### src/rtl/batalla_pkg.sv
// Shared types and constants for the battleship board placement logic.
// Latency: none (declarations only).
// Backpressure: none (declarations only).
package batalla_pkg;

  localparam int NUM_CASILLAS = 25;
  localparam int NUM_BARCOS   = 5;

  typedef logic [4:0] casilla_t;
  typedef logic [2:0] barco_id_t;
  typedef logic [2:0] coord_t;

  typedef enum logic [2:0] {
    IDLE,
    SELECT,
    CHECK,
    COMMIT,
    DONE
  } estado_colocador_t;

endpackage

### src/rtl/verificador_casilla.sv
// Decides whether the cursor cell may take a new boat (free, and with ADYACENCIA_CHECK_EN no taken orthogonal neighbour).
// Latency: combinational.
// Backpressure: none; the caller samples valida while the cursor is stable.
module verificador_casilla
  import batalla_pkg::*;
#(
  parameter int FILAS    = 5,
  parameter int COLUMNAS = 5
) (
  input  logic [2:0]  fila,
  input  logic [2:0]  col,
  input  logic [31:0] ocupadas,
  output logic        valida
);

  casilla_t idx;

  assign idx = casilla_t'(int'(fila) * COLUMNAS + int'(col));

  // Reject taken cells; neighbours are looked at only inside the board (no wrap).
  always_comb begin
    valida = !ocupadas[idx];
`ifdef ADYACENCIA_CHECK_EN
    if (fila != '0 && ocupadas[casilla_t'(idx - casilla_t'(COLUMNAS))])
      valida = 1'b0;
    if (int'(fila) < FILAS - 1 && ocupadas[casilla_t'(idx + casilla_t'(COLUMNAS))])
      valida = 1'b0;
    if (col != '0 && ocupadas[casilla_t'(idx - 5'd1)])
      valida = 1'b0;
    if (int'(col) < COLUMNAS - 1 && ocupadas[casilla_t'(idx + 5'd1)])
      valida = 1'b0;
`endif
  end

endmodule

### src/rtl/colocador_barcos.sv
// Boat placement controller: moves a cursor over the board and writes each accepted boat to the register bank. Optional macro: ADYACENCIA_CHECK_EN.
// Latency: confirm at edge N -> enable/error during cycle N+2, ocupadas updated from N+3; move -> cursor next cycle.
// Backpressure: none; moves/confirms outside SELECT and start outside IDLE/DONE are dropped.
module colocador_barcos
  import batalla_pkg::*;
#(
  parameter int FILAS      = 5,
  parameter int COLUMNAS   = 5,
  parameter int NUM_BARCOS = 5
) (
  input  logic        clk,
  input  logic        rst,
  input  logic        start,
  input  logic        mover_arriba,
  input  logic        mover_abajo,
  input  logic        mover_izq,
  input  logic        mover_der,
  input  logic        confirmar,
  output logic        enable,
  output logic [2:0]  num_barco,
  output logic [4:0]  casilla_escogida,
  output logic [4:0]  cursor,
  output logic [31:0] ocupadas,
  output logic        error,
  output logic        listo
);

  estado_colocador_t estado;
  coord_t            fila;
  coord_t            col;
  coord_t            fila_sig;
  coord_t            col_sig;
  barco_id_t         contador;
  logic              valida;

  verificador_casilla #(
    .FILAS    (FILAS),
    .COLUMNAS (COLUMNAS)
  ) u_verificador (
    .fila     (fila),
    .col      (col),
    .ocupadas (ocupadas),
    .valida   (valida)
  );

  // Next cursor position: one move per cycle, priority arriba > abajo > izq > der, with wrap.
  always_comb begin
    fila_sig = fila;
    col_sig  = col;
    if (mover_arriba)
      fila_sig = (fila == '0) ? coord_t'(FILAS - 1) : coord_t'(fila - 3'd1);
    else if (mover_abajo)
      fila_sig = (fila == coord_t'(FILAS - 1)) ? '0 : coord_t'(fila + 3'd1);
    else if (mover_izq)
      col_sig = (col == '0) ? coord_t'(COLUMNAS - 1) : coord_t'(col - 3'd1);
    else if (mover_der)
      col_sig = (col == coord_t'(COLUMNAS - 1)) ? '0 : coord_t'(col + 3'd1);
  end

  // Placement FSM. The write strobe is registered on the CHECK->COMMIT edge so it is high during COMMIT.
  always_ff @(posedge clk) begin
    if (!rst) begin
      estado           <= IDLE;
      fila             <= '0;
      col              <= '0;
      cursor           <= '0;
      ocupadas         <= '0;
      contador         <= 3'd1;
      enable           <= 1'b0;
      error            <= 1'b0;
      listo            <= 1'b0;
      num_barco        <= '0;
      casilla_escogida <= '0;
    end else begin
      enable <= 1'b0;
      error  <= 1'b0;
      case (estado)
        IDLE, DONE: begin
          if (start) begin
            estado   <= SELECT;
            fila     <= '0;
            col      <= '0;
            cursor   <= '0;
            ocupadas <= '0;
            contador <= 3'd1;
            listo    <= 1'b0;
          end
        end
        SELECT: begin
          if (confirmar) begin
            estado <= CHECK;
          end else begin
            fila   <= fila_sig;
            col    <= col_sig;
            cursor <= casilla_t'(int'(fila_sig) * COLUMNAS + int'(col_sig));
          end
        end
        CHECK: begin
          if (valida) begin
            estado           <= COMMIT;
            enable           <= 1'b1;
            num_barco        <= contador;
            casilla_escogida <= cursor;
          end else begin
            estado <= SELECT;
            error  <= 1'b1;
          end
        end
        COMMIT: begin
          ocupadas[cursor] <= 1'b1;
          contador         <= contador + 3'd1;
          if (contador == barco_id_t'(NUM_BARCOS)) begin
            estado <= DONE;
            listo  <= 1'b1;
          end else begin
            estado <= SELECT;
          end
        end
        default: estado <= IDLE;
      endcase
    end
  end

endmodule

### config.mk
export PLATFORM = sky130hd
export DESIGN_NAME = colocador_barcos
export DESIGN_NICKNAME = d
export VERILOG_FILES = /design/src/rtl/batalla_pkg.sv /design/src/rtl/verificador_casilla.sv /design/src/rtl/colocador_barcos.sv
export SDC_FILE = /design/constraint.sdc
export NUM_CORES = 1
export LEC_CHECK = 0
export CAP_MARGIN = 20
export CORE_MARGIN = 1.5
export CORE_UTILIZATION = 40
export DETAILED_ROUTE_END_ITERATION = 12
export HOLD_SLACK_MARGIN = 0.12
export PLACE_DENSITY_LB_ADDON = 0.05
export SYNTH_ARGS = -nofsm -noshare
export SYNTH_HDL_FRONTEND = slang
export SYNTH_SLANG_ARGS = --single-unit
### constraint.sdc
create_clock -name clk -period 5.95 [get_ports clk]
set_input_delay 1.19 -clock clk [delete_from_list [all_inputs] [get_ports clk]]
set_output_delay 1.19 -clock clk [all_outputs]
set_load 0.05 [all_outputs]
==> out/results.txt <==
Status - complete, no violations
Crit-path slowest cell - clkdlybuf4s50_1
Final Instance Area - 3950 sq um
Worst-margin pin slew - 0.732 ns
DRT antenna net count - 0
Max-Slew Margin vs Limit - 0.510
Number of synthesized flops with an enable pin - 0
CTS clk-pin slew, worst paths - 0.07 ns
Final setup viols - 0
Cell area power density - 242 nW/um^2
Max Root-Sink Buffers - 2
Commonest non-fill, non-tap cell in the layout - dfxtp_1
Clk_skew - 0.00895 ns
Hold Fails Final Rpt - 0
Fin crit period - 4.13 ns
Largest stage delay on the critical path - 0.55 ns
Total GRT Usage - 0.188
Met1 global-route usage - 0.262
Share of the synthesized area in the top cell type - 0.384
Share of cells above drive strength 1 - 0.0644
Top area cells in the synthesized netlist - dfxtp_1 (38%), ha_1 (9.6%), mux4_1 (6.7%)
Port bufs - 55
Max_cap viols - 0
Worst path bufs/invs - 1
Synth Cell Area - 3130 sq um
Fillers - 735
CP most frequent cell - ha_1
Num CTS Buffers - 9
Post-synthesis register bit count - 60
Initial antenna violation count - 0
Largest net degree at the start of global routing - 37
Synth Area per Inst - 8.97 sq um
Yosys cell types - 39
CP required - 6.17 ns
Path type of the worst setup path - input port to flop
H-tree depth - 3
Post-CTS sizing - 0
Area growth from synthesis to layout - 26.1%
F_max - 242 MHz
Met3 Track Usage GR - 0.0419
Via count - 2621
Peak VDD IR - 0.111 mV
Die Height - 91.5 um
Core box area - 7650 sq um
WL final - 7.53 mm
FP Rows - 32
Async S/R FF share, synth - 0
HPWL Detailed - 5.20 mm
Via density - 5.18
Routability cong. - 0.819
Area post-placement - 3740 sq um
Synth Instances - 349
Final net count - 433
Vias in the first global route - 2465
CTS tree - built
Critical path launch point type - input port
Yosys warnings - 0
Worst-Skew Late Latency - 0.33 ns
Synth Net Count - 383
Synth area leader - dfxtp_1
Global-route wire length before repair - 12.4 mm
Commonest cells after routing, fill and taps aside - dfxtp_1 (60), clkdlybuf4s50_1 (55), nor2_1 (45)
Critical path cell sequence - clkdlybuf4s50_1 -> or2_2 -> a211oi_1 -> ha_1 -> ha_1 -> ha_1 -> a21o_1 -> a21oi_1 -> xnor2_1 -> xnor2_1 -> o21ai_0 -> and2_1
Hold buffers post-CTS - 0
Hold Crit Class - flop to flop
Grt ovf - 0
Post-CTS setup buffers - 0
Die width - 91.5 um
Initial core utilization - 0.410
Initial DRC count - 92
Grt met2 use - 0.289
Worst Path Max Fanout - 10
Seq/Total Area, Yosys - 0.384
Crit path arrival time - 4.36 ns
GRT busiest layer - met2
Clk sink count - 60
Setup Total Neg Slack - 0 ns
RSZ-0062 raised after global routing - false
Ant. Diodes - 0
Full die area - 8370 sq um
Hold slack - 0.460 ns
Final Slew Violations - 0
CTS root buf - clkbuf_8
Synth Flop Type - dfxtp_1
Pre-antenna DRT Iters - 4
I/O pin total - 56
WL/cell - 14.9 um
Fin crit share - 0.695
Leakage - 1.64 nW
CP delay by family, top - adder cells
Critical path endpoint category - flop
Residual DRC - 0
## report_power, final
| group | internal (W) | switching (W) | leakage, nW |
|---|---|---|---|
| registers | 0.000411 | 0.0000193 | 0.484 |
| clock network | 0.000205 | 0.000161 | 0.100 |
| logic | 0.0000615 | 0.0000989 | 1.05 |
## registers in the layout, summed over array words and instances (netlist names)
signal and count:
num_barco 3, estado 3, ocupadas 32, cursor 5, col 3, fila 3
listo 1, contador 3, casilla_escogida 5, error 1, enable 1
## area by class of cell
cell class              instances  area, sq um  share of cell area
multi-input cells             259         1800               0.456
flip-flops and latches         60         1200               0.304
repair buffers                 59          588               0.149
clock buffers                  12          145              0.0367
well taps                     102          128              0.0323
clock inverters                 4         48.8              0.0124
inverters                      10         37.5             0.00950
## synth_stat cells, drive strengths merged, types with 2 or more instances
| master | instances |
|---|---|
| buf | 7 |
| mux2i | 12 |
| a31oi | 3 |
| xor2 | 3 |
| nor3b | 5 |
| nand3 | 13 |
| clkbuf | 13 |
| nand2b | 2 |
| o21ai | 8 |
| mux2 | 5 |
| a21o | 3 |
| a311oi | 2 |
| a21oi | 41 |
| a21boi | 11 |
| nand2 | 42 |
| and2 | 3 |
| nor2b | 2 |
| nor2 | 45 |
| fa | 2 |
| ha | 24 |
| a211oi | 2 |
| o21a | 2 |
| or2 | 2 |
| and3 | 3 |
| mux4 | 8 |
| dfxtp | 60 |
| xnor2 | 4 |
| inv | 10 |
| nor3 | 2 |
| and3b | 3 |
## tightest hold or removal path, cell delays in order (launching register included)
cell and delay [ns]:
dfxtp_1 0.31, nand2_1 0.05, mux2i_1 0.05
## per-layer routing
layer / up-vias / wire length (um) / part of all wire
met4: 0 / 70 / 0.0093
li1: 1322 / - / -
met5: - / 0 / 0
met2: 73 / 3400 / 0.45
met3: 10 / 406 / 0.054
met1: 1216 / 3650 / 0.49
## cells by family (layout without fill, tap and decap cells)
| logic type | Yosys count | in the layout | share of synthesized area |
|---|---|---|---|
| buffers and inverters | 30 | 85 | 0.0411 |
| AND/OR/NAND/NOR | 125 | 125 | 0.181 |
| AO/OA/AOI/OAI | 76 | 76 | 0.143 |
| multiplexers | 25 | 25 | 0.123 |
| flip-flops | 60 | 60 | 0.384 |
| adder cells (fa/ha/maj) | 26 | 26 | 0.109 |
| XOR/XNOR | 7 | 7 | 0.0196 |
## per-stage QoR
| step | cells | power [W] | util | worst slack (ns) |
|---|---|---|---|---|
| 2_1_floorplan | 349 | 0.000555 | - | 2.12 |
| 3_5_place_dp | 489 | 0.000598 | 0.489 | 1.45 |
| 6_report | 506 | 0.000957 | 0.517 | 1.82 |
| 3_3_place_gp | 489 | 0.000596 | 0.489 | 1.58 |
| 5_1_grt | 506 | 0.00101 | 0.517 | 1.52 |
| 4_1_cts | 505 | 0.000965 | 0.515 | 1.78 |
## worst paths after layout
check,from,to,slack [ns],depth (start not counted)
worst max-delay path,mover_arriba,cursor[4]$_SDFFE_PN0P_,1.82,12
worst min register to register,casilla_escogida[3]$_SDFFE_PN0P_,casilla_escogida[3]$_SDFFE_PN0P_,0.46,2
worst min-delay path,casilla_escogida[3]$_SDFFE_PN0P_,casilla_escogida[3]$_SDFFE_PN0P_,0.46,2
worst max register to register,fila[0]$_SDFFE_PN0P_,cursor[4]$_SDFFE_PN0P_,2.60,14
Note: power is estimated with default switching activity, not from simulation.
